<file path="src/rtl/uart_cmd_decoder_pkg.sv">
// uart_cmd_decoder_pkg: host command opcodes shared by the decoder and its users
package uart_cmd_decoder_pkg;
   typedef enum logic [7:0] {
      CMD_FREQ   = 8'h01,
      CMD_PERIOD = 8'h02,
      CMD_DATA   = 8'h03,
      CMD_CTRL   = 8'h04,
      CMD_REPEAT = 8'h05,
      CMD_GLOBAL = 8'h06
   } cmd_op_t;
endpackage

</file>
<file path="src/rtl/uart_cmd_decoder_cmd_timeout_cnt.sv">
// uart_cmd_decoder_cmd_timeout_cnt: inter-byte stall counter; expire_o pulses on the TIMEOUT_CYCLES-th idle enabled cycle
// clk_i/rst_i clock and sync reset; clr_i restarts the count; en_i counts; expire_o expiry pulse (never when TIMEOUT_CYCLES=0)
module uart_cmd_decoder_cmd_timeout_cnt #(
   parameter int TIMEOUT_CYCLES = 0
) (
   input  logic clk_i,
   input  logic rst_i,
   input  logic clr_i,
   input  logic en_i,
   output logic expire_o
);
   localparam int W = TIMEOUT_CYCLES > 1 ? $clog2(TIMEOUT_CYCLES) : 1;
   logic [W-1:0] cnt;
   always_ff @(posedge clk_i)
      cnt <= (rst_i || clr_i || !en_i) ? '0 : cnt + W'(1);
   // a clear in the expiry cycle suppresses it, so a late byte still counts
   assign expire_o = en_i && !clr_i && ({1'b0, cnt} + (W+1)'(1) == (W+1)'(TIMEOUT_CYCLES));
endmodule

</file>
<file path="src/rtl/uart_cmd_decoder.sv">
// uart_cmd_decoder: reassembles UART command frames into one decoded command (or error) per frame
// clk_i/rst_i clock and sync reset; data_i/rx_done_tick_i received byte and strobe;
// cmd_valid_o/cmd_err_o completion pulses; cmd_op_o, ch_o, amount_o, pattern_o, arg0_o, arg1_o decoded fields
module uart_cmd_decoder
   import uart_cmd_decoder_pkg::*;
#(
   parameter int DATA_BIT       = 32,
   parameter int OUTPUT_NUM     = 16,
   parameter int TIMEOUT_CYCLES = 0
) (
   input  logic                clk_i,
   input  logic                rst_i,
   input  logic [7:0]          data_i,
   input  logic                rx_done_tick_i,
   output logic                cmd_valid_o,
   output logic                cmd_err_o,
   output logic [7:0]          cmd_op_o,
   output logic [7:0]          ch_o,
   output logic [7:0]          amount_o,
   output logic [DATA_BIT-1:0] pattern_o,
   output logic [7:0]          arg0_o,
   output logic [7:0]          arg1_o
);
   localparam int NB = DATA_BIT / 8;
   typedef enum logic [2:0] {S_IDLE, S_CHAN, S_AMOUNT, S_PAYLOAD, S_ARG0, S_ARG1} state_t;
   state_t state;
   logic [7:0] op, ch, amt, arg0, arg1, k;
   logic [DATA_BIT-1:0] pattern, pat_nx;
   logic bad, fin, expire;
   uart_cmd_decoder_cmd_timeout_cnt #(.TIMEOUT_CYCLES(TIMEOUT_CYCLES)) u_timeout (
      .clk_i    (clk_i),
      .rst_i    (rst_i),
      .clr_i    (rx_done_tick_i),
      .en_i     (state != S_IDLE),
      .expire_o (expire)
   );
   // payload bytes beyond the pattern width are counted but dropped
   always_comb begin
      pat_nx = pattern;
      for (int i = 0; i < NB; i++)
         if (state == S_PAYLOAD && 32'(k) == i) pat_nx[i*8 +: 8] = data_i;
      fin = rx_done_tick_i && ((state == S_PAYLOAD && k == amt) ||
                               (state == S_ARG0 && op != CMD_PERIOD) || state == S_ARG1);
   end
   always_ff @(posedge clk_i) begin
      if (rst_i) begin
         state       <= S_IDLE;
         op          <= '0;
         ch          <= '0;
         amt         <= '0;
         arg0        <= '0;
         arg1        <= '0;
         k           <= '0;
         pattern     <= '0;
         bad         <= 1'b0;
         cmd_valid_o <= 1'b0;
         cmd_err_o   <= 1'b0;
         cmd_op_o    <= '0;
         ch_o        <= '0;
         amount_o    <= '0;
         pattern_o   <= '0;
         arg0_o      <= '0;
         arg1_o      <= '0;
      end else begin
         cmd_valid_o <= fin && !bad;
         cmd_err_o   <= fin && bad;
         if (rx_done_tick_i) begin
            case (state)
               S_IDLE: begin
                  op   <= data_i;
                  ch   <= '0;
                  amt  <= '0;
                  arg0 <= '0;
                  arg1 <= '0;
                  bad  <= 1'b0;
                  case (data_i)
                     CMD_DATA, CMD_CTRL, CMD_REPEAT: state <= S_CHAN;
                     CMD_FREQ:                       state <= S_AMOUNT;
                     CMD_PERIOD, CMD_GLOBAL:         state <= S_ARG0;
                     default: begin
                        cmd_err_o <= 1'b1;
                        cmd_op_o  <= data_i;
                     end
                  endcase
               end
               S_CHAN: begin
                  ch    <= data_i;
                  bad   <= bad || 32'(data_i) >= OUTPUT_NUM;
                  state <= op == CMD_DATA ? S_AMOUNT : S_ARG0;
               end
               S_AMOUNT: begin
                  amt     <= data_i;
                  bad     <= bad || 32'(data_i) >= NB;
                  pattern <= '0;
                  k       <= '0;
                  state   <= S_PAYLOAD;
               end
               S_PAYLOAD: begin
                  pattern <= pat_nx;
                  k       <= k + 8'd1;
               end
               S_ARG0: begin
                  arg0  <= data_i;
                  state <= S_ARG1;
               end
               S_ARG1:  arg1 <= data_i;
               default: state <= S_IDLE;
            endcase
         end else if (expire) begin
            state     <= S_IDLE;
            cmd_err_o <= 1'b1;
            cmd_op_o  <= op;
         end
         if (fin) begin
            state     <= S_IDLE;
            cmd_op_o  <= op;
            ch_o      <= ch;
            amount_o  <= amt;
            pattern_o <= pat_nx;
            arg0_o    <= state == S_ARG0 ? data_i : arg0;
            arg1_o    <= state == S_ARG1 ? data_i : arg1;
         end
      end
   end
endmodule

</file>
<file path="config.mk">
export PLATFORM = sky130hd
export DESIGN_NAME = uart_cmd_decoder
export DESIGN_NICKNAME = d
export VERILOG_FILES = /design/src/rtl/uart_cmd_decoder_pkg.sv /design/src/rtl/uart_cmd_decoder_cmd_timeout_cnt.sv /design/src/rtl/uart_cmd_decoder.sv
export SDC_FILE = /design/constraint.sdc
export NUM_CORES = 1
export LEC_CHECK = 0
export CAP_MARGIN = 10
export CORE_UTILIZATION = 43
export DETAILED_ROUTE_END_ITERATION = 10
export HOLD_SLACK_MARGIN = 0.08
export PLACE_DENSITY = 0.66
export SYNTH_ARGS = -nofsm -noshare
export SYNTH_HDL_FRONTEND = slang
export SYNTH_SLANG_ARGS = --single-unit
</file>
<file path="constraint.sdc">
create_clock -name clk_i -period 2.1 [get_ports clk_i]
set_input_delay 0.315 -clock clk_i [delete_from_list [all_inputs] [get_ports clk_i]]
set_output_delay 0.315 -clock clk_i [all_outputs]
set_load 0.005 [all_outputs]
</file>
# == Word-level counts from Yosys, hierarchy flattened ==
# Index checks and enable logic that the tools add are counted.
# W data, S select, Z words.
# word_totals
inputBits,11
ff_bits,159
out_inout_bits,74
word_cells,117
# classes
n_eq_ne,21
n_lt_le_gt_ge,2
reduce_logical,46
n_addsub,3
n_mux,27
# op_table
operator,count
$mux W8,11
$pmux W8 S2,5
$pmux W32 S2,1
$eq A8 B2 Y1 const B,5
$eq A8 B3 Y1 const B,3
$eq A8 B1 Y1 const B,2
$pmux W3 S5,1
$reduce_and A2 Y1,7
$reduce_bool A2 Y1,6
$logic_and A1 B1 Y1,11
$mux W3,3
$pmux W3 S3,1
$reduce_bool A3 Y1,3
$add A8 B1 Y8 const B,1
$eq A8 B8 Y1,1
$ge A8 B3 Y1 const B,1
$ge A8 B5 Y1 const B,1
$logic_not A8 Y1,1
$ne A8 B2 Y1 const B,1
$eq A3 B2 Y1 const B,2
$eq A3 B3 Y1 const B,2
$logic_or A1 B1 Y1,6
$reduce_and A3 Y1,2
$reduce_or A2 Y1,3
other kinds (14),19

# == Logic depth before layout (Yosys ltp) ==
# Gate-level depths: netlist (run 1).
# logic_depth
word_depth,9
mapped_depth,8
mapped_depth_nobuf,6

# == Cells and area by module ==
# From an unflattened synthesis (run 1), not the netlist that was laid out.
# hier_totals
cells_unflattened,680
area_unflattened_um2,6525.0
# modules_own_cells
mod,cells_per_inst,area_per_inst_um2,n_inst
uart_cmd_decoder,678,6513.7,1
uart_cmd_decoder_cmd_timeout_cnt,2,11.3,1

# == Least setup slack after synthesis (run 1) ==
# No wires, ideal clock.
# synth_timing
path_type,input port to flip-flop
startpoint,input port data_i[4]
endpoint,register state[2]
t_required_ns,1.997
t_arrival_ns,1.956
setup_time_ns,0.103
path_stages,6
slack_ns,0.041
cell_sequence,buf_2 or4_4 o41ai_4 and2_4 o21ai_2 a2111oi_2
# synth_via
elab_chain_len,5
elab_cells_between_ends,13
# synth_rtl
element,line,rtl
from (decl),uart_cmd_decoder.sv:13,"input logic [7:0] data_i,"
$eq A8 B2 Y1 / $eq A8 B3 Y1 (equally long branches),uart_cmd_decoder.sv:76,case (data_i)
$reduce_or A3 Y1 / $reduce_or A2 Y1 (equally long branches),--,
$pmux W3 S3,uart_cmd_decoder.sv:76,
$pmux W3 S5,uart_cmd_decoder.sv:68,case (state)
$mux W3,uart_cmd_decoder.sv:67,if (rx_done_tick_i) begin
to (signal assigned),uart_cmd_decoder.sv:89,state <= op == CMD_DATA ? S_AMOUNT : S_ARG0;
to (decl),uart_cmd_decoder.sv:26,state_t state;
# Parallel ways exist; a longest one is shown, timed or not.
# A chain may end at the register's enable or synchronous reset.

# == Worst setup path after layout (run 1) ==
# layout_timing
startpoint,register state[0]
endpoint,register cmd_op_o[7]
# layout_via
elab_chain_len,7
elab_cells_between_ends,17
# layout_rtl
element,line,rtl
$eq A3 B2 Y1 / $eq A3 B3 Y1 (equally long branches),"uart_cmd_decoder.sv:42, uart_cmd_decoder.sv:43",
"$logic_and A1 B1 Y1, on equally long branches","uart_cmd_decoder.sv:42, uart_cmd_decoder.sv:43",
$logic_or A1 B1 Y1,uart_cmd_decoder.sv:42,fin = rx_done_tick_i && ((state == S_PAYLOAD && k == amt) ||
$logic_or A1 B1 Y1,uart_cmd_decoder.sv:43,(state == S_ARG0 && op != CMD_PERIOD) || state == S_ARG1);
$logic_and A1 B1 Y1,uart_cmd_decoder.sv:42,
$ne A3 B1 Y1 (no line) (tied with other cells),--,
$reduce_and A3 Y1 (no line),--,
to (signal assigned),uart_cmd_decoder.sv:82,cmd_op_o <= data_i;
to (signal assigned),uart_cmd_decoder.sv:112,cmd_op_o <= op;
to (signal assigned),uart_cmd_decoder.sv:116,cmd_op_o <= op;
to (decl),uart_cmd_decoder.sv:17,"output logic [7:0] cmd_op_o,"
# Parallel ways exist; a longest one is shown, timed or not.

==> results of run 1 <==
sequential cells by signal (all words and copies together), names as in the netlist, 3 cells and up:
| register | count |
|---|---|
| arg0_o | 8 |
| arg1_o | 8 |
| state | 3 |
| cmd_op_o | 8 |
| ch_o | 8 |
| arg0 | 8 |
| amount_o | 8 |
| ch | 8 |
| amt | 8 |
| pattern | 32 |
| op | 8 |
| arg1 | 8 |
| k | 8 |
| pattern_o | 32 |
power breakdown:
group          total (µW)  leakage, µW  switching [µW]  internal, µW
sequential           3190      0.00128            74.4          3110
clock                3310     0.000307            1150          2160
combinational         929      0.00163             506           423
total                7420      0.00321            1730          5690
routing by layer:
| layer | track usage (%) | part of all wire, % | up-vias |
|---|---|---|---|
| met3 | 5.40 | 6.4 | 22 |
| met2 | 37.0 | 47 | 175 |
| met4 | 6.72 | 1.2 | 0 |
| li1 | - | - | 2847 |
| met5 | 0 | 0 | - |
| met1 | 29.3 | 45 | 2717 |
path summary, 6_finish.rpt:
path                                            start                        to  slack [ns]  cells after the start
worst min-delay path                            rst_i       amt[2]$_SDFFE_PP0P_        0.28                      2
worst max-delay path            state[0]$_SDFFE_PP0P_  cmd_op_o[7]$_SDFFE_PP0P_        0.10                      7
worst max register to register  state[0]$_SDFFE_PP0P_  cmd_op_o[7]$_SDFFE_PP0P_        0.10                      7
worst min register to register     ch[0]$_SDFFE_PP0P_      ch_o[0]$_SDFFE_PP0P_        0.48                      2
synthesized netlist by cell type (4+ instances only):
library cell | number | area (µm²)
ha_1 | 4 | 50.1
a32oi_1 | 8 | 70.1
o21ai_0 | 10 | 50.1
inv_1 | 4 | 15.0
mux2i_1 | 47 | 470
nand3_1 | 20 | 100
nor4_1 | 4 | 25.0
nand2_1 | 28 | 105
nor2b_1 | 4 | 25.0
xor2_1 | 4 | 35.0
buf_1 | 5 | 18.8
buf_2 | 16 | 80.1
a21oi_1 | 75 | 375
a211o_1 | 4 | 35.0
dfxtp_1 | 158 | 3160
a22oi_1 | 64 | 480
nor2_1 | 82 | 308
a21bo_2 | 16 | 160
clkbuf_1 | 53 | 199
nor3_1 | 5 | 25.0
nand2b_1 | 12 | 75.1
nand4_1 | 10 | 62.6
a211oi_1 | 49 | 368
xnor2_1 | 10 | 87.6
worst max-delay path, stage by stage, from the launching register on:
cell and delay [ns]:
dfxtp_1 0.46, and3b_1 0.24, nand2_1 0.11, o31ai_4 0.28, buf_4 0.18, buf_12 0.19
o21a_1 0.27, o21ai_0 0.13
cell families after synthesis:
kind of cell | count (synthesis) | share of synthesized area, %
buffers and inverters | 79 | 4.82
xor gates and xnor gates | 14 | 1.82
DFF | 158 | 47.1
adders and majority gates | 4 | 0.745
AOI/OAI and AO/OA | 243 | 25.6
muxes | 48 | 7.17
and+or+nand+nor | 183 | 12.8
through the flow:
step	setup slack [ns]	cells	setup TNS (ns)	area [µm²]	hold WS, ns
floorplan	0.0405	729	0	6720	0.422
global placement	-0.303	985	-3.07	7970	0.462
detailed placement	-0.363	985	-3.74	7970	0.466
CTS	0.0671	1015	0	8600	0.261
global route	0.00179	1017	0	8630	0.280
finish	0.103	1017	0	8630	0.280
repair_timing:
action                     4_1_cts  5_1_grt
setup endpoints to repair        0       27
buffers inserted                 0        2
gates resized for setup          0        5
cell type report:
type                    count  share of cell area [%]
inverters                   4                   0.174
clock buffers              23                    5.42
repair buffers            145                    15.6
well taps                 188                    2.72
clock inverters             7                    1.86
flip-flops and latches    158                    36.6
multi-input cells         492                    37.6
==> key figures, run 1 <==
Outcome
  • Status: completed

Timing
  • Clock Skew: 0.0103 ns
  • Tcrit/Tclk final: 95.1%
  • Worst slew margin: 69.1%
  • Period minus WS final: 2.00 ns
  • Fmax achieved: 0.501 GHz
  • Fin. max-slew vios: 0
  • Slew @ Worst Pin: 0.464 ns
  • RSZ-0062 raised after global routing: false
  • Final setup fails: 0
  • Hold Vio Cnt, Final: 0

Synth
  • Syn avg cell area: 9.22 µm²
  • Most common flop cell mapped by yosys: dfxtp_1
  • Synthesized instance count: 729
  • Fraction of registers with async set/reset: 0%
  • Sequential fraction of the synthesis area: 47.1%
  • Syn Std Cell Area: 0.00672 mm²
  • Ys Warns: 0
  • Syn nets: 744
  • Synth unique cells: 48
  • Post-synth EDFFs: 0
  • Seq cells post-synth: 158

Layout
  • Most common cell after layout, fill and taps aside: dfxtp_1
  • Final core occ: 56.8%
  • Ant. Diodes: 0
  • Fraction of layout cells with a size suffix above 1: 14.7%
  • Multi-input gate area: 0.00325 mm²
  • Most frequent cells in the layout: dfxtp_1, nor2_1, clkdlybuf4s50_1, a21oi_1, a22oi_1
  • Area delta synth->final: 28.5%
  • Final #Nets: 833
  • Layout fillers: 1310
  • Register area: 0.00316 mm²

Place
  • HPWL after detailed placement: 11900 µm
  • Port bufs: 84
  • Placer Congestion: 0.851

Detailed routing
  • DR vias: 5761
  • DR iter-0 viols: 461
  • DR WL/cell: 17.4 µm
  • 1st-pass router iterations: 6
  • Vias per inst: 5.66
  • WL final: 17600 µm
  • DRC: 0
  • Post-DRT Antenna Nets: 0

Floorplanning
  • Die X: 127 µm
  • Core area: 0.0152 mm²
  • Initial Util: 44.2%
  • # IOs: 85
  • Cell row count: 45
  • Die height: 127 µm
  • Die area: 0.0161 mm²

Worst setup path
  • CP endpoint kind: flop
  • Crit Path Category: reg -> reg
  • Worst EP required: 2.40 ns
  • Startpoint Class: flop
  • Crit-path max FO: 32
  • CP arrival: 2.29 ns

Clock network
  • Clock Pin Slew Worst Setup and Hold Paths: 0.06 ns
  • CTS buffer count: 17
  • Clk root buf: clkbuf_16
  • Hold_buf cts: 0
  • Longest Clk Path Bufs: 2
  • CTS tree: done
  • Clk_lat worst skew: 0.42 ns
  • H-tree depth: 4
  • CTS sink count: 158

Power and ir drop
  • Lkg Pwr: 0.00321 µW
  • Worst VDD drop: 0.557 mV
  • Total power: 7420 µW
  • PD cells: 860 mW/mm²

Global route
  • Largest net degree at the start of global routing: 57
  • First-pass GRT wire length: 28400 µm
  • Vias in the first global route: 5461
  • GRT Util Overall: 22.5%
  • Grt total ovfl: 0
  • Initial antenna violation count: 0

Worst hold path
  • Worst hold path class: in -> reg

Run
  • Number of max-cap violations: 0
(Power assumes the default switching activity.)
==> inputs of run 2 (changes only) <==
- GPL_ROUTABILITY_DRIVEN: default -> 0
- SLEW_MARGIN: default -> 15
==> results of run 2 <==
No change in the layout: final DEF, timing and power equal those of run 1.
